`config.mk`:
```
export PLATFORM = sky130hd
export DESIGN_NAME = hazard_stall_ctrl
export DESIGN_NICKNAME = d
export VERILOG_FILES = /design/src/rtl/hazard_stall_ctrl_pkg.sv /design/src/rtl/hazard_stall_ctrl_hazard_detect.sv /design/src/rtl/hazard_stall_ctrl.sv
export SDC_FILE = /design/constraint.sdc
export NUM_CORES = 1
export LEC_CHECK = 0
export CAP_MARGIN = 15
export CORE_UTILIZATION = 45
export CTS_CLUSTER_DIAMETER = 40
export DETAILED_ROUTE_END_ITERATION = 8
export PLACE_DENSITY = 0.79
export SLEW_MARGIN = 20
export SYNTH_ARGS = -nofsm -noshare
export SYNTH_HDL_FRONTEND = slang
export SYNTH_SLANG_ARGS = --single-unit
```
`constraint.sdc`:
```
create_clock -name clk -period 2.5 [get_ports clk]
set_clock_uncertainty 0.15 [all_clocks]
set_input_delay 0.5 -clock clk [delete_from_list [all_inputs] [get_ports clk]]
set_output_delay 0.5 -clock clk [all_outputs]
set_load 0.05 [all_outputs]
```
`src/rtl/hazard_stall_ctrl_pkg.sv`:
```
// Shared definitions for the IF/ID stall controller.
//   state_e   : FSM state encoding (RUN/LD_STALL/MD_WAIT/IF_WAIT)
//   REG_ZERO  : architectural $zero register index; it never creates a load-use hazard
package hazard_stall_ctrl_pkg;

  typedef enum logic [1:0] {
    ST_RUN      = 2'd0,
    ST_LD_STALL = 2'd1,
    ST_MD_WAIT  = 2'd2,
    ST_IF_WAIT  = 2'd3
  } state_e;

  localparam logic [4:0] REG_ZERO = 5'd0;

endpackage

```
`src/rtl/hazard_stall_ctrl_hazard_detect.sv`:
```
// Combinational hazard detection for the instruction sitting in ID.
// Ports:
//   i_rs_id, i_rt_id       : source register fields of the ID instruction
//   i_use_rs_id/i_use_rt_id: which of those fields the ID instruction actually reads
//   i_memread_ex, i_rt_ex  : EX holds a load and its destination register
//   i_md_use_id, i_md_busy : ID needs the mult/div unit, and that unit is busy
//   o_ld_haz               : ID reads the register a load in EX is about to write
//   o_md_haz               : ID must wait for the mult/div unit
module hazard_stall_ctrl_hazard_detect
  import hazard_stall_ctrl_pkg::*;
(
  input  logic [4:0] i_rs_id,
  input  logic [4:0] i_rt_id,
  input  logic       i_use_rs_id,
  input  logic       i_use_rt_id,
  input  logic       i_memread_ex,
  input  logic [4:0] i_rt_ex,
  input  logic       i_md_use_id,
  input  logic       i_md_busy,
  output logic       o_ld_haz,
  output logic       o_md_haz
);

  logic w_rs_match;
  logic w_rt_match;

  assign w_rs_match = i_use_rs_id && (i_rs_id == i_rt_ex);
  assign w_rt_match = i_use_rt_id && (i_rt_id == i_rt_ex);

  // A load into $zero is architecturally discarded, so nothing can depend on it.
  assign o_ld_haz = i_memread_ex && (i_rt_ex != REG_ZERO) && (w_rs_match || w_rt_match);
  assign o_md_haz = i_md_use_id && i_md_busy;

endmodule

```
`src/rtl/hazard_stall_ctrl.sv`:
```
// IF/ID and PC sequencing: stalls the front end on load-use, mult/div busy and
// instruction-fetch wait, and flushes IF/ID on a taken branch.
// Ports:
//   clk, reset            : rising-edge clock, asynchronous active-high reset
//   rs_ID/rt_ID/use_*_ID  : operand fields of the ID instruction
//   memread_EX/rt_EX      : load in EX and its destination
//   md_use_ID/md_busy     : mult/div demand in ID and unit busy
//   imem_ready            : fetch data valid this cycle
//   branch_taken          : branch/jump resolved taken in ID
//   pc_en/ir_en           : PC and IF/ID write enables (always equal outside reset)
//   if_id_flush           : load a NOP into IF/ID at the next edge
//   id_ex_clr             : insert a bubble into ID/EX at the next edge
//   stall_cycles          : saturating count of cycles with ir_en=0
//   md_timeout            : sticky flag, mult/div wait reached MD_TIMEOUT cycles
//   o_dbg_state           : current FSM state, for observation only
// Handshake: none; all outputs are combinational from the registered state and
// the current-cycle inputs, and are forced low while reset is high.
module hazard_stall_ctrl
  import hazard_stall_ctrl_pkg::*;
#(
  parameter int CNT_W      = 16,
  parameter int MD_TIMEOUT = 64
) (
  input  logic             clk,
  input  logic             reset,
  input  logic [4:0]       rs_ID,
  input  logic [4:0]       rt_ID,
  input  logic             use_rs_ID,
  input  logic             use_rt_ID,
  input  logic             memread_EX,
  input  logic [4:0]       rt_EX,
  input  logic             md_use_ID,
  input  logic             md_busy,
  input  logic             imem_ready,
  input  logic             branch_taken,
  output logic             pc_en,
  output logic             ir_en,
  output logic             if_id_flush,
  output logic             id_ex_clr,
  output logic [CNT_W-1:0] stall_cycles,
  output logic             md_timeout,
  output state_e           o_dbg_state
);

  localparam int                WC_W   = $clog2(MD_TIMEOUT + 1);
  localparam logic [WC_W-1:0]   WC_MAX = WC_W'(MD_TIMEOUT);

  state_e           r_state;
  state_e           w_state_next;
  logic [CNT_W-1:0] r_stall_cnt;
  logic [WC_W-1:0]  r_wait_cnt;
  logic [WC_W-1:0]  w_wait_inc;
  logic             r_md_timeout;

  logic             w_ld_haz;
  logic             w_md_haz;
  logic             w_run_rules;
  logic             w_adv;        // pc_en == ir_en, so a single "advance" term
  logic             w_flush;
  logic             w_clr;

  hazard_stall_ctrl_hazard_detect u_hazard_detect (
    .i_rs_id      (rs_ID),
    .i_rt_id      (rt_ID),
    .i_use_rs_id  (use_rs_ID),
    .i_use_rt_id  (use_rt_ID),
    .i_memread_ex (memread_EX),
    .i_rt_ex      (rt_EX),
    .i_md_use_id  (md_use_ID),
    .i_md_busy    (md_busy),
    .o_ld_haz     (w_ld_haz),
    .o_md_haz     (w_md_haz)
  );

  // Next state and raw outputs. Wait states hold the pipe while their own
  // condition persists; once it clears they fall through to the RUN rules in
  // the same cycle, so no dead cycle is spent on leaving a stall. LD_STALL
  // only marks the cycle after a load-use stall: the load has left EX by then,
  // so the RUN rules apply directly (and a new load-use stalls again).
  always_comb begin
    w_state_next = r_state;
    w_run_rules  = 1'b1;
    w_adv        = 1'b1;
    w_flush      = 1'b0;
    w_clr        = 1'b0;

    case (r_state)
      ST_MD_WAIT: begin
        if (md_busy) begin
          w_run_rules = 1'b0;
          w_adv       = 1'b0;
          w_clr       = 1'b1;
        end
      end
      ST_IF_WAIT: begin
        if (!imem_ready) begin
          w_run_rules = 1'b0;
          w_adv       = 1'b0;
          w_clr       = 1'b1;
        end
      end
      default: ;
    endcase

    if (w_run_rules) begin
      if (w_md_haz) begin
        w_state_next = ST_MD_WAIT;
        w_adv        = 1'b0;
        w_clr        = 1'b1;
      end else if (w_ld_haz) begin
        w_state_next = ST_LD_STALL;
        w_adv        = 1'b0;
        w_clr        = 1'b1;
      end else if (!imem_ready) begin
        w_state_next = ST_IF_WAIT;
        w_adv        = 1'b0;
        w_clr        = 1'b1;
      end else begin
        // A taken branch only flushes when the pipe advances; a hazarded
        // branch is re-resolved by ID once the stall clears.
        w_state_next = ST_RUN;
        w_flush      = branch_taken;
      end
    end
  end

  // r_wait_cnt holds the 1-based index of the current MD_WAIT cycle, so the
  // timeout flag becomes visible during the MD_TIMEOUT-th wait cycle.
  assign w_wait_inc = (r_wait_cnt == WC_MAX) ? WC_MAX : r_wait_cnt + WC_W'(1);

  always_ff @(posedge clk or posedge reset) begin
    if (reset) begin
      r_state      <= ST_RUN;
      r_stall_cnt  <= '0;
      r_wait_cnt   <= '0;
      r_md_timeout <= 1'b0;
    end else begin
      r_state <= w_state_next;
      if (!w_adv && (r_stall_cnt != '1)) begin
        r_stall_cnt <= r_stall_cnt + CNT_W'(1);
      end
      if (w_state_next == ST_MD_WAIT) begin
        r_wait_cnt <= w_wait_inc;
        if (w_wait_inc == WC_MAX) begin
          r_md_timeout <= 1'b1;
        end
      end else begin
        r_wait_cnt <= '0;
      end
    end
  end

  assign pc_en        = w_adv   && !reset;
  assign ir_en        = w_adv   && !reset;
  assign if_id_flush  = w_flush && !reset;
  assign id_ex_clr    = w_clr   && !reset;
  assign stall_cycles = r_stall_cnt;
  assign md_timeout   = r_md_timeout;
  assign o_dbg_state  = r_state;

endmodule

```
# [Word-level counts from Yosys, hierarchy flattened]
# Index checks and enable logic that the tools add are counted.
[word_totals] ff_bits=26 output_inout_bits=23 wordCells=51 input_bits=24
[classes] add_sub_neg=2 reduce_logical=14 eq_ne=8 mux=23
[op_table] operator="$add A16 B1 Y16 const B" n=1
[op_table] operator="$ne A16 B16 Y1 const B" n=1
[op_table] operator="$mux W1" n=15
[op_table] operator="$eq A7 B7 Y1 const B" n=2
[op_table] operator="$mux W7" n=2
[op_table] operator="$eq A5 B5 Y1" n=2
[op_table] operator="$logic_and A1 B1 Y1" n=9
[op_table] operator="$mux W2" n=4
[op_table] operator="$add A7 B1 Y7 const B" n=1
[op_table] operator="$eq A2 B2 Y1 const B" n=3
[op_table] operator="$reduce_bool A5 Y1" n=1
[op_table] operator="$pmux W1 S2" n=2
[op_table] operator="$logic_not A1 Y1" n=2
[op_table] operator="$reduce_and A2 Y1" n=1
[op_table] operator="$logic_or A1 B1 Y1" n=1

# [Depth between registers and ports, before layout]
# Gate-level depths: netlist of run 1.
[depth] ltp_word=9 mapped_depth=8 ltp_nobuf=7

# [Modules after synthesis]
# A second synthesis of run 1 with hierarchy kept.
[hier_totals] hier_cells=145 area_unflattened_um2=1426.4
[by_module_without_submodules] module="hazard_stall_ctrl" cells_each=127 area_per_inst_um2=1286.2 seq_area_each_um2=650.6 instances=1
[by_module_without_submodules] module="hazard_stall_ctrl_hazard_detect" cells_each=18 area_per_inst_um2=140.1 seq_area_each_um2=0.0 instances=1

# [Worst setup path after synthesis of run 1]
# No wires, ideal clock.
[synth_timing] path_kind="input -> output" startpoint="input port rt_EX[1]" endpoint="output port if_id_flush" required_time_ns=1.850 setup_slack_ns=-0.705 arrival_time_ns=2.555 path_buffers=0 path_stages=5 path_cell_list="or4_1 > o21ai_0 > o21ai_2 > nor2_1 > and2_1"
[synth_via] elab_chain_cells=8 word_cells_on_any_way=12 cone_classes="eq/ne: 2; mux: 3; reduce/logical: 7"
[synth_rtl] element="from (decl)" line="hazard_stall_ctrl.sv:31" source="input logic [4:0] rt_EX,"
[synth_rtl] element="$eq A5 B5 Y1, on equally long branches" line="hazard_stall_ctrl_hazard_detect.sv:27, hazard_stall_ctrl_hazard_detect.sv:28"
[synth_rtl] element="$logic_and A1 B1 Y1, on equally long branches" line="hazard_stall_ctrl_hazard_detect.sv:27, hazard_stall_ctrl_hazard_detect.sv:28"
[synth_rtl] element="$logic_or A1 B1 Y1" line="hazard_stall_ctrl_hazard_detect.sv:31" source="assign o_ld_haz = i_memread_ex && (i_rt_ex != REG_ZERO) && (w_rs_match || w_rt_match);"
[synth_rtl] element="$logic_and A1 B1 Y1 (*)" line="hazard_stall_ctrl_hazard_detect.sv:31"
[synth_rtl] element="$mux W1 (*)" line="hazard_stall_ctrl.sv:110" source="end else if (w_ld_haz) begin"
[synth_rtl] element="$mux W1 (*)" line="hazard_stall_ctrl.sv:106" source="if (w_md_haz) begin"
[synth_rtl] element="$mux W1 (*)" line="hazard_stall_ctrl.sv:105" source="if (w_run_rules) begin"
[synth_rtl] element="$logic_and A1 B1 Y1 (*)" line="hazard_stall_ctrl.sv:155" source="assign if_id_flush = w_flush && !reset;"
[synth_rtl] element="to (decl)" line="hazard_stall_ctrl.sv:38" source="output logic if_id_flush,"
# Every way passes the cells marked *; elsewhere a longest branch is shown, timed or not.

# [Final worst setup path of run 1]
[layout_timing] startpoint="input port rs_ID[1]" endpoint="output port if_id_flush"
[layout_via] elab_chain_cells=8
[layout_rtl] element="from (decl)" line="hazard_stall_ctrl.sv:26" source="input logic [4:0] rs_ID,"
[layout_rtl] element="$eq A5 B5 Y1" line="hazard_stall_ctrl_hazard_detect.sv:27" source="assign w_rs_match = i_use_rs_id && (i_rs_id == i_rt_ex);"
[layout_rtl] element="$logic_and A1 B1 Y1" line="hazard_stall_ctrl_hazard_detect.sv:27"
[layout_rtl] element="$logic_or A1 B1 Y1" line="hazard_stall_ctrl_hazard_detect.sv:31"
[layout_rtl] element="$logic_and A1 B1 Y1" line="hazard_stall_ctrl_hazard_detect.sv:31"
[layout_rtl] element="$mux W1" line="hazard_stall_ctrl.sv:110"
[layout_rtl] element="$mux W1" line="hazard_stall_ctrl.sv:106"
[layout_rtl] element="$mux W1" line="hazard_stall_ctrl.sv:105"
[layout_rtl] element="$logic_and A1 B1 Y1" line="hazard_stall_ctrl.sv:155"
# Every way passes these cells.

==> results of run 1 <==
==> flip-flops by register name, indices dropped and copies added, names as in the netlist <==
signal and count:
stall_cycles 16, r_wait_cnt 7, o_dbg_state 2, md_timeout 1
==> cells by family after synthesis <==
logic type | share of synthesized area [%]
buffers and inverters | 4.03
muxes | 0.789
AOI/OAI and AO/OA | 7.80
and+or+nand+nor | 20.8
adders and majority gates | 2.63
xor gates and xnor gates | 18.4
DFF | 45.6
==> stage by stage <==
stage | hold slack (ns) | cell area, um2
after floorplan | 0.323 | 1450
after global placement | 0.300 | 2020
after detailed placement | 0.318 | 2020
after CTS | 0.349 | 2050
after global routing | 0.378 | 2100
final | 0.342 | 2100
==> per-layer routing <==
metal | wire [um] | share of wire (%) | vias up
li1 | - | - | 582
met1 | 1300 | 42 | 577
met2 | 1720 | 55 | 13
met3 | 88 | 2.8 | 0
met4 | 0 | 0 | 0
met5 | 0 | 0 | -
==> timing repair <==
| item | in CTS | in global routing |
|---|---|---|
| buffers inserted | 2 | 1 |
| gates resized for setup | 39 | 16 |
| endpoints found under the setup margin | 5 | 4 |
| hold buffers | 0 | 0 |
| pin swaps | 12 | 7 |
==> report_power, final <==
part	switching (mW)	internal [mW]	leakage (nW)
Combinational	0.351	0.233	0.529
Clock	0.113	0.0889	0.0210
Sequential	0.0797	0.483	0.339
Total	0.543	0.805	0.889
==> worst max-delay path, delay by kind of cell <==
| kind | cells | cell delay, ns |
|---|---|---|
| AO/OA/AOI/OAI | 2 | 0.39 |
| buffers and inverters | 2 | 0.24 |
| XOR/XNOR | 1 | 0.17 |
| AND/OR/NAND/NOR | 3 | 0.50 |
==> cell usage after synthesis (2+ instances only) <==
library cell,n
nand2_1,8
dfrtp_1,26
xor2_1,12
nand4_1,6
nand3_1,10
o21ai_0,5
clkbuf_1,2
and2_1,2
inv_1,6
and3_1,2
nor2_1,11
a21oi_1,3
xnor2_1,18
ha_1,3
and2_2,3
==> worst min path at each step <==
| stage | startpoint | to | slack (ns) |
|---|---|---|---|
| detailed placement | md_timeout$_DFFE_PP0P_ | md_timeout$_DFFE_PP0P_ | 0.32 |
| global placement | md_timeout$_DFFE_PP0P_ | md_timeout$_DFFE_PP0P_ | 0.30 |
| floorplan | r_wait_cnt[0]$_DFF_PP0_ | r_wait_cnt[0]$_DFF_PP0_ | 0.32 |
| global route | md_timeout$_DFFE_PP0P_ | md_timeout$_DFFE_PP0P_ | 0.38 |
| finish | md_timeout$_DFFE_PP0P_ | md_timeout$_DFFE_PP0P_ | 0.34 |
| CTS | md_timeout$_DFFE_PP0P_ | md_timeout$_DFFE_PP0P_ | 0.35 |
==> area by class of cell <==
cell class	instances	area, um2
tap	44	55.1
inverter	6	22.5
clock buffer	4	36.3
sequential	26	651
fill	240	928
timing repair buffer	55	538
multi-input combinational	103	797
==> metrics, run 1 <==
Rows=20; Routability Congestion=about 0.83; pre-CTS WS=-0.457 ns; cell count of the worst reg-to-reg path=8; initial antenna violation count=0; Die Ht=58.3 um; hpwl dp=2480 um; Critical Path RT=~1.9 ns; cts bufs inserted=3; Overall Global Routing Usage=around a fifth; Chip Width=58.3 um; async set-reset flop share out of synthesis=100%; syn avg cell area=10.2 um2; port buffer count=46; largest net degree at the start of global routing=17; Final WS setup=about 0.050 ns; crit path max fanout=2; Die ar.=~3400 um2; setup TNS=0 ns; Finished Layout Cells=between 200 and 250; Critical R2R Capture=stall_cycles[1]$_DFFE_PP0P_; number of flops mapped to enable cells by yosys=0; remaining routing DRC violations=0; Iter 0 DRT Violations=35; Sink Count=26; WL/cell=approximately 13 um; flop2flop setup slack=about 0.46 ns; crit path from=rs_ID[1]; first-pass GRT wire length=5290 um; Slew Viols, Final=0; layout cells sized above 1=approximately a quarter; PD cells=642 nW/um2; CP cell instances=buf_6 -> xor2_2 -> nor4_2 -> a32oi_2 -> o21ai_2 -> nor2_4 -> and2_4 -> buf_12; status=finished clean; Post-DRT Antenna Nets=0; sequential share of the synthesized area=45.6%; normalized max-slew margin=between 60 and 70%; crit path kind=in2out; VDD IR max=597 uV; Mapped Area=roughly 1400 um2; worst slew pin tran=just over 0.5 ns; vias after detailed routing=around 1,200; GR Util met2=37.3%; crit end category=output pin; Area growth, synth to finish=47.1%; Max stage delay cell, worst path=nor4_2; CTS tree=done; Critical Path Start Type=primary input; syn nets=167; Fmax achieved=between 400 and 500 MHz; Critical Path Max Stage Delay=roughly 0.30 ns; part of the cycle the worst path needs=between 90% and 100%; CTS clk-pin slew, worst paths=between 0.1 and 0.15 ns; Final min period=2.45 ns; vias in the first global route=1,202; most common cell after layout, fill and taps aside=clkdlybuf4s50_1; leading area contributor after synthesis=dfrtp_1; DR pass1 iterations=4; core area=3030 um2; Max H-tree Level=1; crit path DAT=1.80 ns; GRT met1 Usage=between 20% and 30%; IO Count=between 40 and 50; Initial Utilization=a little under half; placed cells=roughly 230; setup violators final=0; grt total ovfl=0; clock insertion delay at the later pin of the skew report=0.31 ns; crit path to=if_id_flush; clock buffer depth=2; share of the synthesized area in the top cell type=a little under half; leakage power=0.889 nW; Hold Crit Depth=2; total power=~1.3 mW; ys flop type=dfrtp_1; most frequent cells in the layout=27 x clkdlybuf4s50_1, 26 x dfrtp_1, 17 x xnor2_1, 10 x nand3_1, 10 x nor2_1; Cell variety after synth=38; post-layout util=between 60% and 70%; largest cells by area after synthesis=dfrtp_1 46%, xnor2_1 11%, xor2_1 7.4%; busiest layer in global routing=met2; mean number of vias per cell=between 4 and 5; routed wire length=3110 um; Max-cap violations=0; met3 Usage GRT=3.96%; Diodes inserted=0; synthesized flop and latch total=26; final hold vios=0; Ys Warns=0; Critical R2R Launch=o_dbg_state[1]$_DFF_PP0_; CTS root buf=clkbuf_4; post-layout net count=222; Hold WC Path Type=reg2reg; Mapped Cells=140
Power figures use the tool's default switching activity.
==> run 2: changes to the inputs <==
--- a/config.mk
+++ b/config.mk
@@ -6,8 +6,9 @@
 export NUM_CORES = 1
 export LEC_CHECK = 0
 export CAP_MARGIN = 15
+export CORE_MARGIN = 5
 export CORE_UTILIZATION = 45
-export CTS_CLUSTER_DIAMETER = 40
+export CTS_CLUSTER_DIAMETER = 60
 export DETAILED_ROUTE_END_ITERATION = 8
 export PLACE_DENSITY = 0.79
 export SLEW_MARGIN = 20
==> metrics, run 2 (synthesis gave the netlist of run 1 again) <==
status=finished with violations; failing checks=setup timing; routed wire length=3830 um; DR pass1 iterations=4; CTS tree=done; CTS root buf=clkbuf_4; hold_ws=approximately 0.34 ns; WL/cell=about 16 um; initial antenna violation count=1; final hold vios=0; crit path kind=in2out; Iter 0 DRT Violations=50; VDD IR max=582 uV; vias after detailed routing=roughly 1,300; Max stage delay cell, worst path=nor4_2; Die ar.=4400 um2; PD cells=645 nW/um2; layout cells sized above 1=24.7%; crit path max fanout=3; port buffer count=between 40 and 50; IO Count=between 40 and 50; Chip Width=~66 um; setup violators final=4; cts bufs inserted=3; Area growth, synth to finish=50.5%; mean number of vias per cell=5.27; crit end category=output pin; core area=3050 um2; largest net degree at the start of global routing=27; worst slew pin tran=slightly above 0.5 ns; Critical Path RT=around 1.9 ns; unrepaired setup endpoints after global routing=yes; Hold WC Path Type=reg2reg; Post-DRT Antenna Nets=0; clock insertion delay at the later pin of the skew report=between 0.3 and 0.4 ns; CP top delay family=simple AND/OR/NAND/NOR gates; Fmax achieved=397 MHz; vias in the first global route=approximately 1,300; Rows=20; Max H-tree Level=1; Routability Congestion=around 0.81; most frequent cells in the layout=27 x clkdlybuf4s50_1, 26 x dfrtp_1, 17 x xnor2_1, 12 x buf_4, 11 x xor2_1; Die Ht=66.3 um; first-pass GRT wire length=around 5900 um; most common cell after layout, fill and taps aside=clkdlybuf4s50_1; remaining routing DRC violations=0; part of the cycle the worst path needs=101%; Overall Global Routing Usage=17.3%; Final min period=between 2 and 3 ns; leakage power=0.912 nW; clock buffer depth=2; CP Buf/Inv Count=2; Critical Path Start Type=primary input; Slew Viols, Final=0; placed cells=approximately 230; grt total ovfl=0; CTS clk-pin slew, worst paths=between 0.1 and 0.15 ns; Max-cap violations=0; max FFs per register=16; Initial Utilization=between 40% and 50%; Critical Path Max Stage Delay=about 0.34 ns; Finished Layout Cells=around 240; post-layout net count=around 230; normalized max-slew margin=65.6%; hpwl dp=roughly 2800 um; Final WS setup=-0.0216 ns; Sink Count=26; CP cell instances=buf_8 -> xor2_2 -> nor4_2 -> a32oi_2 -> o21ai_2 -> nor2_4 -> and2_4 -> buf_12; crit path DAT=around 1.9 ns
## run 2: cell type report
class,instances,area [um2]
Fill cell,243,905
Multi-Input combinational cell,103,790
Sequential cell,26,651
Timing Repair Buffer,59,592
Tap cell,44,55.1
Clock buffer,4,36.3
Inverter,6,22.5
Antenna cell,1,2.50
## run 2: path summary, 6_finish.rpt
| check | from | endpoint | slack [ns] | cells after the start |
|---|---|---|---|---|
| worst max register to register | o_dbg_state[1]$_DFF_PP0_ | stall_cycles[1]$_DFFE_PP0P_ | 0.32 | 9 |
| min in group asynchronous | reset | o_dbg_state[0]$_DFF_PP0_ | 0.51 | 3 |
| worst min-delay path | md_timeout$_DFFE_PP0P_ | md_timeout$_DFFE_PP0P_ | 0.34 | 2 |
| max in group asynchronous | reset | stall_cycles[0]$_DFFE_PP0P_ | 1.45 | 3 |
| worst max-delay path | rt_EX[1] | if_id_flush | -0.02 | 8 |
| worst min register to register | md_timeout$_DFFE_PP0P_ | md_timeout$_DFFE_PP0P_ | 0.34 | 2 |
## run 2: layer usage
| layer | vias to the layer above | part of all wire, % | track usage, % |
|---|---|---|---|
| li1 | 597 | - | - |
| met3 | 16 | 2.7 | 3.91 |
| met4 | 0 | 5.1 | 7.87 |
| met2 | 25 | 54 | 31.7 |
| met5 | - | 0 | 0 |
| met1 | 643 | 39 | 18.7 |
## run 2: where the power goes
part / total, mW / switching [mW] / internal (mW)
Clock: 0.220 / 0.131 / 0.0894
Sequential: 0.564 / 0.0812 / 0.483
Combinational: 0.602 / 0.363 / 0.239
Total: 1.39 / 0.575 / 0.811
## run 2: stage by stage
| stage | cell area, um2 | utilization, % | setup WS, ns | power [mW] | TNS [ns] |
|---|---|---|---|---|---|
| floorplan | 1450 | - | -0.0392 | 0.931 | -0.0392 |
| global placement | 2030 | 66.6 | -0.382 | 1.14 | -4.25 |
| detailed placement | 2030 | 66.6 | -0.416 | 1.16 | -5.23 |
| CTS | 2090 | 68.6 | 0.00524 | 1.37 | 0 |
| global route | 2150 | 70.4 | -0.0842 | 1.44 | -0.278 |
| finish | 2150 | 70.4 | -0.0216 | 1.39 | -0.0382 |
## run 2: worst min-delay path, cell delays in order, from the launching register on
cell and delay (ns):
dfrtp_1 0.37, inv_1 0.04, o41ai_1 0.05
## run 2: repair_timing
item,in CTS,in global routing
hold buffers,0,0
endpoints found under the setup margin,4,4
buffers inserted,3,2
pin swaps,14,9
resized for setup,41,15
==> run 3: changes to the inputs <==
--- a/config.mk
+++ b/config.mk
@@ -5,7 +5,6 @@
 export SDC_FILE = /design/constraint.sdc
 export NUM_CORES = 1
 export LEC_CHECK = 0
-export CAP_MARGIN = 15
 export CORE_MARGIN = 5
 export CORE_UTILIZATION = 45
 export CTS_CLUSTER_DIAMETER = 60
==> results of run 3 <==
No change in the layout: final DEF, timing and power equal those of run 2.
